File: src/rtl/adder_multiword_seq.sv
// Multi-limb add sequencer: feeds 32-bit limbs to an external combinational adder,
// chains carries between limbs and streams result limbs out with backpressure.
module adder_multiword_seq #(
    parameter int WORDS = 4,
    parameter int IDX_W = 2
) (
    input  logic             clk,
    input  logic             reset,
    input  logic             in_valid,
    output logic             in_ready,
    input  logic [31:0]      in_a,
    input  logic [31:0]      in_b,
    input  logic             in_cin,
    output logic [31:0]      add_a,
    output logic [31:0]      add_b,
    output logic             add_cin,
    input  logic [31:0]      add_sum,
    input  logic             add_carry,
    output logic             out_valid,
    input  logic             out_ready,
    output logic [31:0]      out_sum,
    output logic             out_carry,
    output logic             out_last,
    output logic [IDX_W-1:0] out_idx,
    output logic [15:0]      ops_done
);

    localparam logic [IDX_W-1:0] LAST_IDX = IDX_W'(WORDS - 1);

    logic [31:0]      add_a_q, add_a_d;
    logic [31:0]      add_b_q, add_b_d;
    logic             add_cin_q, add_cin_d;
    logic             iss_valid_q, iss_valid_d;
    logic [IDX_W-1:0] iss_idx_q, iss_idx_d;
    logic             out_valid_q, out_valid_d;
    logic [31:0]      out_sum_q, out_sum_d;
    logic             out_carry_q, out_carry_d;
    logic             out_last_q, out_last_d;
    logic [IDX_W-1:0] out_idx_q, out_idx_d;
    logic             carry_q, carry_d;
    logic [IDX_W-1:0] in_idx_q, in_idx_d;
    logic [15:0]      ops_done_q, ops_done_d;

    logic advance;
    logic accept;
    logic capture;
    logic handoff;

    assign advance  = !out_valid_q || out_ready;
    assign in_ready = !reset && (!iss_valid_q || advance);
    assign accept   = in_valid && in_ready;
    assign capture  = iss_valid_q && advance;
    assign handoff  = out_valid_q && out_ready;

    always_comb begin
        add_a_d     = add_a_q;
        add_b_d     = add_b_q;
        add_cin_d   = add_cin_q;
        iss_valid_d = iss_valid_q;
        iss_idx_d   = iss_idx_q;
        out_valid_d = out_valid_q;
        out_sum_d   = out_sum_q;
        out_carry_d = out_carry_q;
        out_last_d  = out_last_q;
        out_idx_d   = out_idx_q;
        carry_d     = carry_q;
        in_idx_d    = in_idx_q;
        ops_done_d  = ops_done_q;

        if (accept) begin
            add_a_d   = in_a;
            add_b_d   = in_b;
            iss_idx_d = in_idx_q;
            // Previous limb is either in the adder right now or already parked in carry_q.
            if (in_idx_q == '0) begin
                add_cin_d = in_cin;
            end else if (iss_valid_q) begin
                add_cin_d = add_carry;
            end else begin
                add_cin_d = carry_q;
            end
            in_idx_d = (in_idx_q == LAST_IDX) ? '0 : in_idx_q + 1'b1;
        end

        if (capture) begin
            out_sum_d   = add_sum;
            out_idx_d   = iss_idx_q;
            out_last_d  = (iss_idx_q == LAST_IDX);
            out_carry_d = (iss_idx_q == LAST_IDX) ? add_carry : 1'b0;
            carry_d     = add_carry;
        end

        if (accept) begin
            iss_valid_d = 1'b1;
        end else if (capture) begin
            iss_valid_d = 1'b0;
        end

        if (capture) begin
            out_valid_d = 1'b1;
        end else if (handoff) begin
            out_valid_d = 1'b0;
        end

        if (handoff && out_last_q && (ops_done_q != 16'hFFFF)) begin
            ops_done_d = ops_done_q + 16'd1;
        end
    end

    always_ff @(posedge clk) begin
        if (reset) begin
            add_a_q     <= '0;
            add_b_q     <= '0;
            add_cin_q   <= 1'b0;
            iss_valid_q <= 1'b0;
            iss_idx_q   <= '0;
            out_valid_q <= 1'b0;
            out_sum_q   <= '0;
            out_carry_q <= 1'b0;
            out_last_q  <= 1'b0;
            out_idx_q   <= '0;
            carry_q     <= 1'b0;
            in_idx_q    <= '0;
            ops_done_q  <= '0;
        end else begin
            add_a_q     <= add_a_d;
            add_b_q     <= add_b_d;
            add_cin_q   <= add_cin_d;
            iss_valid_q <= iss_valid_d;
            iss_idx_q   <= iss_idx_d;
            out_valid_q <= out_valid_d;
            out_sum_q   <= out_sum_d;
            out_carry_q <= out_carry_d;
            out_last_q  <= out_last_d;
            out_idx_q   <= out_idx_d;
            carry_q     <= carry_d;
            in_idx_q    <= in_idx_d;
            ops_done_q  <= ops_done_d;
        end
    end

    assign add_a     = add_a_q;
    assign add_b     = add_b_q;
    assign add_cin   = add_cin_q;
    assign out_valid = out_valid_q;
    assign out_sum   = out_sum_q;
    assign out_carry = out_carry_q;
    assign out_last  = out_last_q;
    assign out_idx   = out_idx_q;
    assign ops_done  = ops_done_q;

endmodule

File: config.mk
export PLATFORM = sky130hd
export DESIGN_NAME = adder_multiword_seq
export DESIGN_NICKNAME = d
export VERILOG_FILES = /design/src/rtl/adder_multiword_seq.sv
export SDC_FILE = /design/constraint.sdc
export NUM_CORES = 1
export LEC_CHECK = 0
export ABC_AREA = 1
export BUFFER_PORTS_ARGS = -buffer_cell sky130_fd_sc_hd__buf_2
export CAP_MARGIN = 15
export CORE_MARGIN = 1.5
export CORE_UTILIZATION = 40
export DETAILED_ROUTE_END_ITERATION = 10
export PLACE_DENSITY = 0.81
export SETUP_SLACK_MARGIN = 0.2
export SLEW_MARGIN = 25
export SYNTH_ARGS = -nofsm -noshare
export SYNTH_HDL_FRONTEND = slang
export SYNTH_SLANG_ARGS = --single-unit
File: constraint.sdc
create_clock -name clk -period 1.6 [get_ports clk]
set_input_delay 0 -clock clk [delete_from_list [all_inputs] [get_ports clk]]
set_output_delay 0 -clock clk [all_outputs]
set_load 0.02 [all_outputs]
# After elaboration in Yosys (flattened, before gate mapping)
# Cells that the tools add are included.
# totals
elab_cells,40
inputBits,102
out_inout_bits,119
regBits,124
# op_classes
n_reduce_logical,14
eq_ne,3
n_mux,8
n_addsub,2
# op_table
op,n
$add 16x1->16 const B,1
$ne 16x16->1 const B,1
$mux 1,7
$logic_and 1x1->1,6
$eq 2x2->1 const B,2
$reduce_bool 2->1,2
$logic_not 1->1,3
$add 2x1->2 const B,1
$logic_not 2->1,1
$logic_or 1x1->1,2
$mux 2,1

# Logic depth before layout (Yosys ltp)
# Gate-level depths: netlist (run 1).
# depth
depth_word,6
depth_mapped,9
mapped_depth_nobuf,9

# Least setup slack after synthesis (run 1)
# Ideal clock, no wire load.
# synth_timing
path_type,reg2reg
startpoint,register ops_done_q[0] (netlist: ops_done[0])
endpoint,register ops_done_q[15] (netlist: ops_done[15])
t_arrival_ps,1321
path_slack_ps,163
required_ps,1485
path_stages_with_launch,8
path_cell_list,dfxtp_1 ha_1 inv_1 nor2_1 nand4_1 buf_2 a21oi_1 nor2_1
# synth_via
elab_chain_len,2
# synth_rtl
item,line,source
from (decl),42,"logic [15:0] ops_done_q, ops_done_d;"
from (signal assigned),138,ops_done_q <= ops_done_d;
"parallel branches: the longest is 2 deep, another holds $add 16x1->16",-,
# Parallel ways; which one is timed is not known.
# A chain may end at the register's enable or synchronous reset.

# Worst setup path after layout (run 1)
# layout_timing
startpoint,register ops_done_q[6] (netlist: ops_done[6])
endpoint,register ops_done_q[10] (netlist: ops_done[10])
# Same word-level chain as after synthesis.

==> flow_summary_export.csv, run 1 <==
group,metric,value,unit
outcome,status,"complete, but fails checks",
outcome,violations,"hold timing",
grt,track_usage,0.247,
synth,ys_types,23,
setup_path,worst_setup_path_start_kind,"flip-flop",
sta,finClkSkew,0.00952,ns
floorplan,chipHeight,112,µm
final_layout,regArea,2520,µm²
placed_design,port_buffers,220,
synth,yosys.area_share.simple,0.345,
synth,avgSynthCellArea,7.61,µm²
setup_path,crit_type,"flip-flop to flip-flop",
setup_path,r2r_start,"ops_done[6]$_SDFFE_PP0P_",
floorplan,core,11500,µm²
setup_path,end_kind,"flip-flop",
synth,ys_warn_count,0,
final_layout,area_delta_synth_final,62.6,%
grt,antenna_found_initial,0,
clock_tree,htree_levels,4,
sta,worst_slew_pin_slew,0.295,ns
floorplan,initial_core_util,0.413,
pwr,power_density,1120,nW/µm²
setup_path,reg2reg_to,"ops_done[10]$_SDFFE_PP0P_",
hold_path,min_path_cells,3,
detailed_routing,ant_nets,0,
setup_path,r2r_cells,6,
hold_path,min_to,"iss_valid_q$_SDFFE_PP0P_",
detailed_routing,wirelength,15.9,mm
synth,synth_area,4740,µm²
synth,synth_mux_area_frac,0,
synth,synth_top_family_by_area,"simple AND/OR/NAND/NOR gates",
clock_tree,cts_inserted_buffers,17,
floorplan,fp-row-count,39,
floorplan,die_w,112,µm
setup_path,arrival,1.63,ns
floorplan,ios,221,
hold_path,hold_path_class,"input port to flip-flop",
clock_tree,worstSkewPairLatency,0.42,ns
synth,ys_ff_latch,124,
pwr,p_leak,0.00381,µW
final_layout,drive_gt1_frac,0.322,
clock_tree,root_buffer,"clkbuf_16",
sta,setup_violations,0,
detailed_routing,wl_met3,1.46,mm
pwr,ir_drop,0.902,mV
final_layout,multi_input_area,2000,µm²
sta,min_period_over_period,0.834,
detailed_routing,wl_met2,7.91,mm
sta,rsz0062_at_grt,"false",
synth,synth_area_leader_cell,"dfxtp_1",
floorplan,fp.dieArea,12500,µm²
run,maxCapViolCount,0,
detailed_routing,drtIter0Drc,382,
synth,synth_xor_area_frac,0,
placed_design,dp_hpwl,8.04,mm
sta,min_period,1.33,ns
sta,clock.fmax,750,MHz
sta,maxSlewViolCount,0,
detailed_routing,drcViolationCount,0,
synth,syn_inst,623,
detailed_routing,dr_total_vias,5373,
detailed_routing,dr.pass1.iters,6,
sta,finalHoldViolCount,1,
synth,synth_area_leaders,"dfxtp_1 52%, nand2_1 14%, nor2_1 9.1%",
setup_path,crit_required,1.90,ns
detailed_routing,via_per_inst,4.90,
final_layout,diodes,0,
synth,synth.net_count,728,
sta,tns,0,ns
synth,synth-seq-area-share,0.524,
grt,grt_pass1_wl,24.6,mm
grt,grt_max_degree,70,
final_layout,nets,1046,
hold_path,hold_start,"in_valid",
grt,grt_pass1_vias,5178,
pwr,finalPower,8600,µW
detailed_routing,wl_met1,5.99,mm
synth,synth_top_area_share,0.524,
final_layout,fill_cells,863,
clock_tree,cts_tree,"yes",
setup_path,worstPathMaxFanout,8,
detailed_routing,wl_per_cell,14.5,µm
clock_tree,clk_pin_slew,0.05,ns
clock_tree,clock_sinks,124,
grt,gr-total-overflow,0,
synth,synth_compound_area_frac,0.0570,
sta,slew_headroom,0.803,
clock_tree,clk_path_buf_depth,2,
placed_design,place_congestion,0.790,
sta,timing.hold.ws,-0.000374,ns
setup_path,r2r_slack,0.27,ns
synth,synth_fa_ha_area_frac,0.00792,
detailed_routing,top_layer,"met4",
## power breakdown
group	switching (µW)	leakage (µW)	internal [µW]
Combinational	630	0.00246	500
Sequential	101	0.00103	3260
Clock	1330	0.000320	2780
## through the flow
stage	hold slack (ns)	setup slack (ns)	util	std cells	area, µm²
5_1_grt	0.00951	0.189	0.672	1097	7700
3_3_place_gp	0.192	0.282	0.516	961	5910
3_5_place_dp	0.197	0.241	0.516	961	5910
2_1_floorplan	0.0691	0.270	-	623	4740
4_1_cts	0.0227	0.202	0.659	1093	7560
6_report	-0.000374	0.266	0.672	1097	7700
## critical path: stages (launching register included)
cell and delay, ns:
dfxtp_2 0.38, nand2_2 0.09, nor2_2 0.14, nand4_1 0.20
buf_6 0.21, a21oi_1 0.14, nor2_1 0.06
## synthesized netlist by cell type
cell,n
a21oi_1,16
and3_1,1
buf_1,1
buf_2,7
buf_4,13
buf_6,8
clkbuf_1,7
dfxtp_1,124
ha_1,3
inv_1,14
inv_2,2
nand2_1,175
nand2_2,3
nand3_1,81
nand3_2,2
nand3_4,1
nand4_1,2
nor2_1,115
nor2_2,3
nor2_4,2
nor3_1,5
o21ai_0,37
o21ai_1,1
## cell type report
class,instances,share of cell area
repair buffers,335,0.299
well taps,143,0.0232
flip-flops and latches,124,0.327
clock buffers,27,0.0705
clock inverters,5,0.0130
multi-input cells,447,0.259
inverters,16,0.00796
## worst max path at each step
stage                                        start                         to  slack [ns]  depth (start not counted)
after floorplan           ops_done[0]$_SDFFE_PP0P_  ops_done[15]$_SDFFE_PP0P_        0.27                          7
after global placement    ops_done[0]$_SDFFE_PP0P_  ops_done[15]$_SDFFE_PP0P_        0.28                          7
after detailed placement  ops_done[0]$_SDFFE_PP0P_  ops_done[15]$_SDFFE_PP0P_        0.24                          7
after global routing      ops_done[6]$_SDFFE_PP0P_  ops_done[10]$_SDFFE_PP0P_        0.19                          6
after CTS                   out_valid$_SDFFE_PP0P_      add_b[2]$_SDFFE_PP0P_        0.20                          6
final                     ops_done[6]$_SDFFE_PP0P_  ops_done[10]$_SDFFE_PP0P_        0.27                          6
## registers in the layout, indices dropped and copies added (netlist names)
register / count
out_last: 1
ops_done: 16
add_b: 32
out_valid: 1
out_carry: 1
carry_q: 1
iss_valid_q: 1
add_cin: 1
in_idx_q: 2
out_sum: 32
add_a: 32
iss_idx_q: 2
out_idx: 2
## layer usage
layer	global-route usage	vias to the layer above
met5	0	-
met4	0.132	0
li1	-	2634
met2	0.426	282
met3	0.0838	41
met1	0.266	2416
## kinds of logic after synthesis
kind of cell / count (synthesis)
fa+ha+maj: 3
simple gates: 390
compound gates: 54
flops: 124
buf+inv: 52
## layout by cell type, fill, tap and decap left out, types with 3 or more instances in the layout
| cell | n |
|---|---|
| nor3_1 | 5 |
| clkinv_2 | 3 |
| bufinv_16 | 3 |
| buf_4 | 7 |
| buf_12 | 5 |
| a21oi_2 | 3 |
| inv_1 | 12 |
| nor2_4 | 3 |
| nand2_2 | 5 |
| dfxtp_1 | 107 |
| a21oi_1 | 13 |
| dlygate4sd3_1 | 100 |
| dfxtp_4 | 7 |
| nor2_2 | 5 |
| dfxtp_2 | 10 |
| inv_2 | 3 |
| nand3_1 | 80 |
| clkbuf_16 | 18 |
| nor2_1 | 112 |
| o21ai_0 | 37 |
| nand2_1 | 173 |
| clkbuf_8 | 8 |
| buf_2 | 220 |
## what timing repair did
action / CTS / global route
setup buffers: 0 / 2
hold endpoints to repair: 103 / 0
gates resized for setup: 0 / 40
setup endpoints to repair: 0 / 80
hold buffers: 100 / 0
Note: power is estimated with default switching activity, not from simulation.
==> run 2: changes to the inputs <==
--- a/config.mk
+++ b/config.mk
@@ -11,7 +11,7 @@
 export CORE_MARGIN = 1.5
 export CORE_UTILIZATION = 40
 export DETAILED_ROUTE_END_ITERATION = 10
-export PLACE_DENSITY = 0.81
+export PLACE_DENSITY = 0.84
 export SETUP_SLACK_MARGIN = 0.2
 export SLEW_MARGIN = 25
 export SYNTH_ARGS = -nofsm -noshare
==> constraint.sdc (replaced) <==
create_clock -name clk -period 1.1 [get_ports clk]
set_input_delay 0 -clock clk [delete_from_list [all_inputs] [get_ports clk]]
set_output_delay 0 -clock clk [all_outputs]
set_load 0.02 [all_outputs]
==> run 2 against run 1 <==
  * The flow now stops in global routing (5_1_grt)
  * Area after synthesis is the same
  * Synthesized cell count is the same
==> flow_summary_export.csv, run 2 <==
group,metric,value,unit
clock_tree,root_buffer,"clkbuf_16",
placed_design,dp_hpwl,8.72,mm
placed_design,port_buffers,220,
placed_design,place_congestion,0.832,
placed_design,place_inst,993,
outcome,status,"did not finish",
clock_tree,htree_levels,4,
synth,ys_ff_latch,124,
floorplan,initial_core_util,0.413,
clock_tree,clock_sinks,124,
synth,synthArstFlopShare,0,
floorplan,die_w,112,µm
synth,ys.flop_type,"dfxtp_1",
outcome,failing_step,"global routing (5_1_grt)",
clock_tree,clk_path_buf_depth,2,
floorplan,ios,221,
synth,synth_top_area_share,0.524,
synth,synth_area,4740,µm²
synth,avgSynthCellArea,7.61,µm²
synth,synth.net_count,728,
synth,yosys-top-cells-count,"175 x nand2_1, 124 x dfxtp_1, 115 x nor2_1",
synth,ys_types,23,
synth,ys_warn_count,0,
synth,syn_inst,623,
synth,synth_area_leader_cell,"dfxtp_1",
placed_design,placed_area,6420,µm²
sta,worstEndpointType,"register input",
grt,track_usage,0.631,
synth,synth-seq-area-share,0.524,
floorplan,fp-row-count,39,
synth,synth_edf_count,0,
clock_tree,cts_inserted_buffers,17,
sta,grt-worst-endpoint,"ops_done[10]$_SDFFE_PP0P_/D",
floorplan,chipHeight,112,µm
grt,gr-total-overflow,7,
grt,antenna_found_initial,4,
synth,synth_area_leaders,"dfxtp_1 52%, nand2_1 14%, nor2_1 9.1%",
synth,synth.most_common_cell,"nand2_1",
grt,grt_max_degree,48,
outcome,stop_error,"[ERROR GRT-0232] Routing congestion too high. Check the congestion heatmap in the GUI.",
run 2: cell counts after synthesis:
No cell type changed its count.
run 2: timing repair:
action,4_1_cts
endpoints found under the setup margin,242
hold buffers,99
hold endpoints to repair,103
gates resized for setup,317
pin swaps,25
setup buffers,19
cloned,13
run 2: logic make-up after synthesis:
kind of cell             count (synthesis)  synth area share
AO/OA/AOI/OAI                           54            0.0570
adder cells (fa/ha/maj)                  3           0.00792
buffers and inverters                   52            0.0660
flip-flops                             124             0.524
AND/OR/NAND/NOR                        390             0.345
run 2: routing by layer:
| metal | GRT overflow | global-route usage |
|---|---|---|
| met5 | 0 | 0.0235 |
| met1 | 0 | 0.600 |
| met3 | 0 | 0.333 |
| met2 | 4 | 0.917 |
| met4 | 3 | 0.705 |
run 2: per-stage QoR:
| step | hold WS [ns] | setup TNS [ns] | utilization | setup slack [ns] |
|---|---|---|---|---|
| CTS | 0.00699 | -8.37 | 0.831 | -0.160 |
| global placement | 0.189 | -3.48 | 0.560 | -0.104 |
| detailed placement | 0.191 | -4.93 | 0.560 | -0.154 |
| floorplan | 0.0533 | -1.16 | - | -0.0847 |
==> run 3: changes to the inputs <==
--- a/config.mk
+++ b/config.mk
@@ -9,10 +9,9 @@
 export BUFFER_PORTS_ARGS = -buffer_cell sky130_fd_sc_hd__buf_2
 export CAP_MARGIN = 15
 export CORE_MARGIN = 1.5
-export CORE_UTILIZATION = 40
+export CORE_UTILIZATION = 25
 export DETAILED_ROUTE_END_ITERATION = 10
-export PLACE_DENSITY = 0.84
-export SETUP_SLACK_MARGIN = 0.2
+export PLACE_DENSITY_LB_ADDON = 0.15
 export SLEW_MARGIN = 25
 export SYNTH_ARGS = -nofsm -noshare
 export SYNTH_HDL_FRONTEND = slang
==> constraint.sdc (replaced) <==
create_clock -name clk -period 1.4 [get_ports clk]
set_input_delay 0 -clock clk [delete_from_list [all_inputs] [get_ports clk]]
set_output_delay 0 -clock clk [all_outputs]
set_load 0.02 [all_outputs]
==> run 3 against run 2 <==
  * The flow now finishes without violations
==> flow_summary_export.csv, run 3 (synthesis results as in run 1) <==
group,metric,value,unit
setup_path,worst_setup_path_start_kind,"flip-flop",
pwr,finalPower,9420,µW
setup_path,slowest_delay,0.35,ns
clock_tree,cts_tree,"yes",
clock_tree,clk_path_buf_depth,2,
sta,min_period,1.28,ns
sta,worst_slew_pin_slew,0.295,ns
pwr,p_seq_frac,0.407,
final_layout,diodes,0,
detailed_routing,dr_total_vias,5073,
setup_path,critical_path.top_delay_family,"flip-flops",
placed_design,placed_area,6150,µm²
clock_tree,clk_pin_slew,0.06,ns
grt,track_usage,0.145,
floorplan,ios,221,
setup_path,r2r_start,"ops_done[1]$_SDFFE_PP0P_",
detailed_routing,wl_per_cell,12.1,µm
setup_path,end_kind,"flip-flop",
clock_tree,root_buffer,"clkbuf_16",
pwr,p_int,7100,µW
setup_path,cpMaxStageDelayCell,"dfxtp_2",
placed_design,dp_hpwl,9.19,mm
hold_path,hold_start,"reset",
hold_path,min_path_cells,4,
clock_tree,cts_inserted_buffers,17,
grt,grt_max_degree,65,
placed_design,place_congestion,0.728,
setup_path,arrival,1.58,ns
detailed_routing,wirelength,14.5,mm
sta,clock.fmax,778,MHz
sta,finalHoldViolCount,0,
pwr,p_switching,2320,µW
pwr,p_clk_frac,0.460,
final_layout,layout_commonest_cell,"buf_2",
hold_path,min_to,"out_carry$_SDFFE_PP0P_",
floorplan,fp-row-count,50,
floorplan,chipHeight,141,µm
final_layout,nets,1055,
setup_path,r2r_cells,7,
sta,maxSlewViolCount,0,
final_layout,final_cell_mix,"220 x buf_2, 175 x nand2_1, 115 x dfxtp_1, 110 x nor2_1, 100 x dlygate4sd3_1",
setup_path,r2r_slack,0.12,ns
run,maxCapViolCount,0,
final_layout,drive_gt1_frac,0.316,
final_layout,post-route-util,0.418,
grt,grt_pass1_vias,4838,
floorplan,fp.dieArea,19800,µm²
detailed_routing,ant_nets,0,
outcome,status,"finished, final reports clean",
clock_tree,clock_sinks,124,
sta,min_period_over_period,0.918,
setup_path,crit_type,"flip-flop to flip-flop",
final_layout,fin_area,7780,µm²
pwr,power_density,1210,nW/µm²
setup_path,crit_required,1.69,ns
sta,slew_headroom,0.804,
detailed_routing,drtIter0Drc,132,
setup_path,crit_chain,"ha_4, inv_2, nor2_2, nand4_1, buf_6, a21oi_2, nor2_1",
grt,gr-total-overflow,0,
setup_path,critPathBufInv,2,
detailed_routing,drcViolationCount,0,
clock_tree,worstSkewPairLatency,0.41,ns
clock_tree,htree_levels,4,
final_layout,area_delta_synth_final,64.3,%
floorplan,core,18600,µm²
setup_path,startpoint,"ops_done[1]$_SDFFE_PP0P_",
setup_path,worstPathMaxFanout,12,
placed_design,port_buffers,220,
pwr,ir_drop,0.822,mV
pwr,switching_share,0.246,
pwr,pwr-share-comb,0.133,
sta,timing.hold.ws,0.0944,ns
pwr,p_leak,0.00381,µW
final_layout,fill_cells,1945,
detailed_routing,dr.pass1.iters,4,
detailed_routing,via_per_inst,4.24,
sta,finClkSkew,0.0121,ns
grt,grt_pass1_wl,23.2,mm
hold_path,hold_path_class,"input port to flip-flop",
floorplan,initial_core_util,0.254,
clock_tree,cts_setup_buffers,0,
floorplan,die_w,141,µm
setup_path,reg2reg_to,"ops_done[15]$_SDFFE_PP0P_",
sta,setup_violations,0,
grt,antenna_found_initial,0,
-- run 3: worst register-to-register path, cell delays in order, from the launching register on --
cell and delay (ns):
dfxtp_2 0.35, ha_4 0.13, inv_2 0.04, nor2_2 0.12, nand4_1 0.16, buf_6 0.19
a21oi_2 0.14, nor2_1 0.05
-- run 3: power groups by stage --
stage	clock, µW	combinational (µW)	sequential (µW)
after global routing	4640	1370	3860
after CTS	4490	1270	3830
after floorplan	0	372	4150
after global placement	0	1050	3900
final	4330	1260	3840
after detailed placement	0	1050	3910
-- run 3: worst max-delay path by stage --
stage / end / slack, ns / depth (start not counted)
after floorplan: ops_done[15]$_SDFFE_PP0P_ / 0.07 / 7
after global placement: ops_done[15]$_SDFFE_PP0P_ / 0.08 / 7
after detailed placement: ops_done[15]$_SDFFE_PP0P_ / 0.07 / 7
after CTS: ops_done[15]$_SDFFE_PP0P_ / 0.06 / 7
after global routing: ops_done[8]$_SDFFE_PP0P_ / -0.009 / 8
final: ops_done[15]$_SDFFE_PP0P_ / 0.12 / 7
-- run 3: stage by stage --
step                instances  setup TNS (ns)  worst slack [ns]
floorplan                 623               0            0.0698
global placement         1065               0            0.0800
detailed placement       1065               0            0.0725
CTS                      1196               0            0.0610
global route             1196        -0.00997          -0.00929
finish                   1196               0             0.115
-- run 3: what timing repair did --
item / CTS / global route
endpoints found under the setup margin: 1 / 12
cloned: 0 / 0
gates resized for setup: 1 / 19
pin swaps: 0 / 4
endpoints found under the hold margin: 103 / 0
hold buffers: 100 / 0
-- run 3: routing by layer --
metal,GRT usage,share of wire,up-vias
met5,0,0,-
met4,0.0559,0.018,0
met3,0.0540,0.075,18
met2,0.221,0.44,162
met1,0.185,0.47,2253
li1,-,-,2640
-- run 3: final cells by class --
cell class                      instances  area, µm²  share of cell area
Sequential cell                       124       2490               0.320
Inverter                               16       61.3             0.00788
Tap cell                              234        293              0.0376
Multi-Input combinational cell        447       1980               0.254
Timing Repair Buffer                  344       2380               0.305
Clock inverter                          6       85.1              0.0109
Clock buffer                           25        495              0.0636
==> run 4: changes to the inputs <==
--- a/config.mk
+++ b/config.mk
@@ -8,6 +8,8 @@
 export ABC_AREA = 1
 export BUFFER_PORTS_ARGS = -buffer_cell sky130_fd_sc_hd__buf_2
 export CAP_MARGIN = 15
+export CELL_PAD_IN_SITES_DETAIL_PLACEMENT = 0
+export CELL_PAD_IN_SITES_GLOBAL_PLACEMENT = 1
 export CORE_MARGIN = 1.5
 export CORE_UTILIZATION = 25
 export DETAILED_ROUTE_END_ITERATION = 10
==> run 4 against run 3 <==
  * Worst setup slack got worse by 0.034 ns
  * Design area grew 1.3%
  * Cell count up 0.25%
  * Hold slack gained 0.026 ns
  * Sequential share of layout area is 0.32 points lower
  * Total power increased by 7.5%
  * Critical path type unchanged
  * Highest routed layer unchanged
==> flow_summary_export.csv, run 4 (synthesis results as in run 1) <==
group,metric,value,unit
final_layout,post-route-util,0.423,
detailed_routing,dr_total_vias,5134,
detailed_routing,wirelength,15.3,mm
pwr,power_density,1280,nW/µm²
setup_path,crit_required,1.70,ns
setup_path,end_kind,"flip-flop",
detailed_routing,ant_nets,0,
sta,worst_slew_pin_slew,0.585,ns
final_layout,final_cell_mix,"221 x buf_2, 172 x nand2_1, 113 x nor2_1, 111 x dfxtp_1, 101 x dlygate4sd3_1",
sta,maxSlewViolCount,0,
sta,slew_headroom,0.610,
grt,grt_max_degree,69,
setup_path,r2r_cells,6,
setup_path,critical_path.top_delay_family,"simple AND/OR/NAND/NOR gates",
sta,rsz0062_at_grt,"true",
placed_design,dp_hpwl,9.89,mm
grt,antenna_found_initial,0,
outcome,status,"finished, final reports clean",
detailed_routing,drcViolationCount,0,
final_layout,nets,1058,
setup_path,cpMaxStageDelayCell,"dfxtp_4",
grt,grt_pass1_wl,23.9,mm
floorplan,initial_core_util,0.254,
pwr,p_leak,0.00385,µW
setup_path,crit_type,"flip-flop to flip-flop",
clock_tree,clk_pin_slew,0.06,ns
clock_tree,worstSkewPairLatency,0.41,ns
sta,min_period_over_period,0.942,
detailed_routing,via_per_inst,4.28,
setup_path,arrival,1.62,ns
grt,grt_pass1_vias,4959,
detailed_routing,drtIter0Drc,162,
clock_tree,cts_inserted_buffers,17,
grt,gr-total-overflow,0,
setup_path,worst_setup_path_start_kind,"flip-flop",
setup_path,cp.depth,6,
sta,tns,0,ns
setup_path,slowest_delay,0.37,ns
sta,setup_violations,0,
detailed_routing,wl_per_cell,12.8,µm
floorplan,ios,221,
setup_path,critPathBufInv,1,
clock_tree,cts_tree,"yes",
sta,finClkSkew,0.00583,ns
grt,track_usage,0.152,
placed_design,port_buffers,220,
sta,finalHoldViolCount,0,
floorplan,fp.dieArea,19800,µm²
floorplan,chipHeight,141,µm
sta,min_period,1.32,ns
final_layout,drive_gt1_frac,0.322,
clock_tree,clk_path_buf_depth,2,
final_layout,area_delta_synth_final,66.4,%
clock_tree,root_buffer,"clkbuf_16",
sta,clock.fmax,758,MHz
hold_path,hold_path_class,"input port to flip-flop",
run,maxCapViolCount,0,
hold_path,min_path_cells,4,
clock_tree,clock_sinks,124,
placed_design,place_congestion,0.723,
pwr,ir_drop,0.839,mV
detailed_routing,dr.pass1.iters,4,
setup_path,worstPathMaxFanout,6,
final_layout,layout_commonest_cell,"buf_2",
floorplan,die_w,141,µm
floorplan,fp-row-count,50,
clock_tree,htree_levels,4,
final_layout,diodes,0,
floorplan,core,18600,µm²
final_layout,fill_cells,1926,
setup_path,crit_chain,"nand2_1, nor2_2, nand4_1, buf_2, a21oi_1, nor2_1",
-- run 4: cell count changes in the layout (fill, tap and decap cells not counted), sizes merged --
| cell | delta |
|---|---|
| clkbuf | -7 |
| bufinv | +4 |
| clkinv | +3 |
| buf | +1 |
| dlygate4sd3 | +1 |
| inv | +1 |
-- run 4: timing repair --
item                                    in CTS  in global routing
hold buffers                               100                  1
endpoints found under the setup margin       0                 79
resized for setup                            0                 24
endpoints found under the hold margin      103                  1
buffers inserted                             0                  0
-- run 4: final cells by class --
type	instances	area, µm²	share of cell area
multi-input cells	447	1990	0.252
well taps	234	293	0.0371
inverters	16	61.3	0.00777
repair buffers	347	2380	0.301
clock inverters	14	244	0.0309
clock buffers	17	425	0.0539
flip-flops and latches	124	2500	0.317
-- run 4: per-stage QoR --
step	power, µW	setup slack (ns)	instance area, µm²	hold WS [ns]	cells
final	10100	0.0809	7890	0.120	1199
after detailed placement	4950	0.0236	6110	0.197	1065
after global routing	10600	-0.0249	7890	0.144	1199
after floorplan	4520	0.0698	4740	0.0691	623
after CTS	10300	0.00435	7780	0.0271	1196
after global placement	4940	0.0771	6110	0.193	1065
-- run 4: routing by layer --
metal,vias to the layer above,share of wire,track usage,wire length [µm]
li1,2668,-,-,-
met1,2289,0.46,0.182,6980
met2,163,0.46,0.253,7110
met3,14,0.065,0.0496,997
met4,0,0.014,0.0603,212
met5,-,0,0,0
-- run 4: where the power goes --
part / internal [µW] / switching, µW
combinational: 574 / 692
sequential: 3730 / 102
clock: 3340 / 1680
total: 7650 / 2480
-- run 4: worst reg2reg max path: stages, from the launching register on --
cell and delay, ns:
dfxtp_4 0.37, nand2_1 0.07, nor2_2 0.15, nand4_1 0.21
buf_2 0.23, a21oi_1 0.14, nor2_1 0.06
-- run 4: path summary, 6_finish.rpt --
check                                          startpoint                        to  slack [ns]
worst max-delay path            ops_done[12]$_SDFFE_PP0P_  ops_done[7]$_SDFFE_PP0P_        0.08
worst min-delay path                                reset  iss_valid_q$_SDFFE_PP0P_        0.12
worst max register to register  ops_done[12]$_SDFFE_PP0P_  ops_done[7]$_SDFFE_PP0P_        0.08
worst min register to register     add_b[15]$_SDFFE_PP0P_    add_b[15]$_SDFFE_PP0P_        0.46
